$ cat config.mk
export PLATFORM = sky130hd
export DESIGN_NAME = pipe_stage4_exit_sel
export DESIGN_NICKNAME = d
export VERILOG_FILES = /design/src/rtl/dal_pkg.sv /design/src/rtl/exit_lane_tracker.sv /design/src/rtl/pipe_stage4_exit_sel.sv
export SDC_FILE = /design/constraint.sdc
export NUM_CORES = 1
export LEC_CHECK = 0
export CORE_AREA = 2 2 249 251
export CTS_CLUSTER_DIAMETER = 60
export DETAILED_ROUTE_END_ITERATION = 12
export DIE_AREA = 0 0 251 253
export PLACE_DENSITY = 0.85
export SKIP_CTS_REPAIR_TIMING = 1
export SLEW_MARGIN = 25
export SYNTH_ARGS = -nofsm -noshare
export SYNTH_HDL_FRONTEND = slang
export SYNTH_SLANG_ARGS = --single-unit
$ cat constraint.sdc
create_clock -name CLK_i -period 5 [get_ports CLK_i]
set_input_delay 1.5 -clock CLK_i [delete_from_list [all_inputs] [get_ports CLK_i]]
set_output_delay 1.5 -clock CLK_i [all_outputs]
set_load 0.02 [all_outputs]
$ cat src/rtl/dal_pkg.sv
// Shared constants and types for the DAL stage-4 early-exit selector.
// Lane geometry, index type and stage-4 FSM encoding.
package dal_pkg;

  localparam int PARA          = 16;
  localparam int PARALLEL_SIZE = 12;

  typedef logic [PARA-1:0] lane_idx_t;

  typedef enum logic [1:0] {
    IDLE   = 2'd0,
    RUN    = 2'd1,
    REPORT = 2'd2
  } stage4_state_e;

endpackage

$ cat src/rtl/exit_lane_tracker.sv
// One lane of stage 4: in-interval run counter, exit/forced flags and
// captured exit index. Exited lanes freeze until the record is consumed.
module exit_lane_tracker
  import dal_pkg::*;
(
  input  logic      clk,
  input  logic      rst_n,
  input  logic      beat,
  input  logic      clear,
  input  logic      term,
  input  logic      flag,
  input  lane_idx_t pat,
  input  lane_idx_t j,
  output lane_idx_t cnt,
  output logic      exited,
  output logic      forced,
  output lane_idx_t idx,
  output logic      exit_now
);

  lane_idx_t cnt_nxt;
  logic      hit;

  // next run length and whether this beat crosses the patience threshold
  always_comb begin
    cnt_nxt = '0;
    if (!flag)
      cnt_nxt = (&cnt) ? cnt : cnt + 1'b1;
    hit      = !exited && (cnt_nxt >= pat);
    exit_now = exited || (beat && hit);
  end

  // lane state: count, exit capture, forced close on termination
  always_ff @(posedge clk or negedge rst_n) begin
    if (!rst_n) begin
      cnt    <= '0;
      exited <= 1'b0;
      forced <= 1'b0;
      idx    <= '0;
    end else if (clear) begin
      cnt    <= '0;
      exited <= 1'b0;
      forced <= 1'b0;
    end else if (beat && !exited) begin
      cnt <= cnt_nxt;
      if (hit) begin
        exited <= 1'b1;
        idx    <= j;
      end else if (term) begin
        forced <= 1'b1;
        idx    <= j;
      end
    end
  end

endmodule

$ cat src/rtl/pipe_stage4_exit_sel.sv
// Stage 4: per-lane patience-based early-exit selection with result record.
// DAL_STAGE4_STATS_EN adds res_beats_o, the accepted-beat count per record.
module pipe_stage4_exit_sel
  import dal_pkg::*;
(
  input  logic                          CLK_i,
  input  logic                          RST_ni,
  input  logic                          in_valid_i,
  output logic                          in_ready_o,
  input  logic                          in_last_i,
  input  logic [PARALLEL_SIZE-1:0]      out_of_mode_interval_i,
  input  logic [PARALLEL_SIZE*PARA-1:0] J_i,
  input  logic [PARA-1:0]               patience_i,
  output logic [PARALLEL_SIZE*PARA-1:0] interval_cnt_o,
`ifdef DAL_STAGE4_STATS_EN
  output logic [PARA-1:0]               res_beats_o,
`endif
  output logic                          res_valid_o,
  input  logic                          res_ready_i,
  output logic [PARALLEL_SIZE-1:0]      res_exit_mask_o,
  output logic [PARALLEL_SIZE-1:0]      res_forced_o,
  output logic [PARALLEL_SIZE*PARA-1:0] res_idx_o
);

  stage4_state_e state_q, state_d;
  lane_idx_t     pat_q, pat_in, pat_eff;
  logic          accept, term, clear;
  logic [PARALLEL_SIZE-1:0] exit_now;

  assign in_ready_o  = (state_q != REPORT);
  assign res_valid_o = (state_q == REPORT);
  assign accept      = in_valid_i && in_ready_o;
  assign clear       = res_valid_o && res_ready_i;
  assign term        = accept && (in_last_i || (&exit_now));

  // zero patience behaves as one; first beat uses the live value
  always_comb begin
    pat_in  = (patience_i == '0) ? lane_idx_t'(1) : patience_i;
    pat_eff = (state_q == IDLE) ? pat_in : pat_q;
  end

  // patience latched at the first beat of each sequence
  always_ff @(posedge CLK_i or negedge RST_ni) begin
    if (!RST_ni)
      pat_q <= '0;
    else if (accept && state_q == IDLE)
      pat_q <= pat_in;
  end

  // FSM state register
  always_ff @(posedge CLK_i or negedge RST_ni) begin
    if (!RST_ni)
      state_q <= IDLE;
    else
      state_q <= state_d;
  end

  // FSM next state
  always_comb begin
    state_d = state_q;
    unique case (state_q)
      IDLE, RUN: begin
        if (term)
          state_d = REPORT;
        else if (accept)
          state_d = RUN;
      end
      REPORT: begin
        if (res_ready_i)
          state_d = IDLE;
      end
      default: state_d = IDLE;
    endcase
  end

  for (genvar l = 0; l < PARALLEL_SIZE; l++) begin : g_lane
    exit_lane_tracker u_lane (
      .clk      (CLK_i),
      .rst_n    (RST_ni),
      .beat     (accept),
      .clear    (clear),
      .term     (term),
      .flag     (out_of_mode_interval_i[l]),
      .pat      (pat_eff),
      .j        (J_i[l*PARA +: PARA]),
      .cnt      (interval_cnt_o[l*PARA +: PARA]),
      .exited   (res_exit_mask_o[l]),
      .forced   (res_forced_o[l]),
      .idx      (res_idx_o[l*PARA +: PARA]),
      .exit_now (exit_now[l])
    );
  end

`ifdef DAL_STAGE4_STATS_EN
  lane_idx_t beats_q;

  // saturating count of beats accepted in the current sequence
  always_ff @(posedge CLK_i or negedge RST_ni) begin
    if (!RST_ni)
      beats_q <= '0;
    else if (clear)
      beats_q <= '0;
    else if (accept && !(&beats_q))
      beats_q <= beats_q + 1'b1;
  end

  assign res_beats_o = beats_q;
`endif

endmodule

==> out/results.ini <==
[cells_and_area]
stdcell_count=5009
nFillCells=4694
area_growth_pct=38.98
nNetsFinal=4595
drive_gt1_share_pct=14.39
postLayoutCoreUtil_pct=67.18

[global_routing]
grt_max_degree=105
first_global_vias=29200
gr-usage-all-layers_pct=32.88
grt_pass1_wl_um=166200
grt_overflow=0
antenna_found_initial=3

[drt]
drcViolationCount=0
ant_nets=0
totalWireLength_um=110800
wl_per_cell_um=22.12
viasPerCell=6.234
drt_iter0_drc=3057
num_vias=31230
dr.pass1.iters=6

[floorplan]
die_h_um=253
start_util_pct=48.34
core_sq_um=61030
ios=635
placementRows=91
fp.dieW_um=251
dieArea_sq_um=63500

[logic_synthesis]
yosys.area.top_type=dfrtp_1
synth_edf_count=0
yosysWarnings=0
ys.flop_type=dfrtp_1
yosysUniqueCellTypes=66
syn_nets=3904
synthCells=3487
ys_ff_latch=426
yosysMostFrequentCell=nand3_1
synth_area_leaders=dfrtp_1 (36%), ha_1 (8.1%), nand3_1 (8.1%), nand2_1 (5.0%), o31ai_1 (4.1%)
synth_commonest_cells=nand3_1 (478), dfrtp_1 (426), nand2_1 (391)
syn_avg_cell_area_sq_um=8.460
synth_area_sq_um=29500
synth_top_area_share_pct=36.14
async_reset_ff_share_pct=100.0
ys_seq_area_share_pct=36.14

[placement]
port_buffers=634
gp_congestion=0.9294
place_ws_ps=-879.4
dp_hpwl_um=78040
dp_cells=4874

[power]
p_sw_share_pct=35.63
pwr_density_cell_nw_per_um2=330.1
internal_power_mw=8.710
comb_power_share_pct=36.9
seqPwrFrac_pct=33.0
power_switching_mw=4.822
vdd_drop_max_uv=277.1
p_leak_nw=17.12
clkPwrFrac_pct=30.1

[sta]
worst_slew_pin_slew_ps=1040
finalHoldViolCount=0
maxSlewViolCount=0
finalCriticalPeriod_ps=4930
finalSetupTns_ps=0
finClkSkew_ps=12.57
slew_headroom_pct=30.68
worst_slack_ps=70.15
fmax_ghz=0.2028
setup_viol=0
finalCritPeriodShare_pct=98.60

[worst_setup_path]
startpoint_type=input port
timing.critical_path.to_type=register
cp.arrival_ps=5420
path_cells=clkdlybuf4s50_1 > nor3_2 > buf_4 > a41oi_2 > a21oi_2 > buf_6 > ha_1 > nand2b_1 > a21oi_1 > a21oi_1 > or4b_4 > a311oi_4 > a221oi_4 > or4_4 > buf_4 > o21ai_0 > o22ai_1
critical_path_class=in -> reg
cp_max_fo=8
slowest_delay_ps=690
required_ps=5490
slowest_stage=or4_4

[run]
cap_violations=0

[clocking]
cts_sinks=426
clk_latency_ps=610
clk_pin_slew_ps=60
cts-root-buf=clkbuf_16
cts_tree=done
clk_path_buf_depth=3
h-tree-depth=2
cts_inserted_buffers=54

[status]
status=finished clean

[hold_path]
hold_class=reg -> reg

state kept, by name (all words and copies together) (netlist names):
signal                flops
state_q                   2
g_lane.u_lane.idx       192
g_lane.u_lane.exited     12
g_lane.u_lane.forced     12
g_lane.u_lane.cnt       192
pat_q                    16
power groups by stage:
stage	logic [mW]	clock network (mW)	registers, mW
finish	4.99	4.08	4.46
global route	5.34	4.24	4.52
CTS	4.86	4.11	4.44
detailed placement	4.82	0	4.49
global placement	4.71	0	4.46
floorplan	1.91	0	4.98
cell type report:
class                      count  area [sq um]  area share [%]
clock inverter                19         245.2          0.5982
sequential                   426         10680           26.05
timing repair buffer         925          9359           22.83
antenna                        1         2.502        0.006104
multi-input combinational   2746         18040           44.02
tap                          790         988.4           2.411
clock buffer                  77          1582           3.858
inverter                      25         93.84          0.2289
logic make-up after synthesis:
| kind of cell | after synthesis | synth area share, % |
|---|---|---|
| adder cells (fa/ha/maj) | 193 | 8.178 |
| XOR/XNOR | 157 | 4.662 |
| multiplexers | 125 | 4.666 |
| AND/OR/NAND/NOR | 1628 | 27.60 |
| flip-flops | 426 | 36.14 |
| buffers and inverters | 316 | 4.691 |
| AO/OA/AOI/OAI | 642 | 14.07 |
worst max-delay path, delay by kind of cell:
| kind | cells | cell delay [ps] |
|---|---|---|
| AO/OA/AOI/OAI | 8 | 1270 |
| adder cells (fa/ha/maj) | 1 | 120 |
| buffers and inverters | 4 | 950 |
| AND/OR/NAND/NOR | 4 | 1560 |
metal layers:
layer	vias up	track usage, %	wire (um)
met5	-	0	43
met4	6	14.81	5506
met3	340	8.717	11140
met2	1655	53.00	51140
met1	14990	41.41	42980
li1	14230	-	-
metrics by stage:
stage | total power [mW] | hold slack [ps] | cell area, sq um
after floorplan | 6.889 | 449.8 | 29500
after global placement | 9.171 | 472.2 | 38250
after detailed placement | 9.314 | 473.0 | 38250
after CTS | 13.41 | 486.1 | 40080
after global routing | 14.10 | 511.1 | 40990
final | 13.53 | 487.2 | 41000
placed cells by master, fill, tap and decap left out, types with 23 or more instances in the layout:
cell type / n
o31ai_1: 157
nand2b_1: 36
xnor2_1: 74
buf_12: 49
nor3b_1: 115
clkdlybuf4s50_1: 625
ha_1: 190
clkbuf_16: 61
nor3_1: 30
o21ai_0: 68
mux2_2: 96
nand2_1: 389
nand4_1: 170
buf_4: 225
dfrtp_1: 409
nor2_1: 270
a21oi_1: 73
a21o_1: 33
a31oi_1: 125
and3_1: 23
nand3_1: 478
o21ai_1: 78
inv_1: 25
xor2_1: 76
final timing paths:
check	from	end	slack, ps	depth (start not counted)
setup / recovery	patience_i[13]	state_q[0]	70	17
hold / removal	g_lane[6].u_lane.forced	g_lane[6].u_lane.forced	490	2
setup reg to reg	g_lane[8].u_lane.cnt[0]	g_lane[2].u_lane.forced	230	20
hold reg to reg	g_lane[6].u_lane.forced	g_lane[6].u_lane.forced	490	2
max in group asynchronous	RST_ni	g_lane[2].u_lane.cnt[5]	2950	2
min in group asynchronous	RST_ni	g_lane[7].u_lane.idx[4]	950	1
Power figures use the tool's default switching activity.
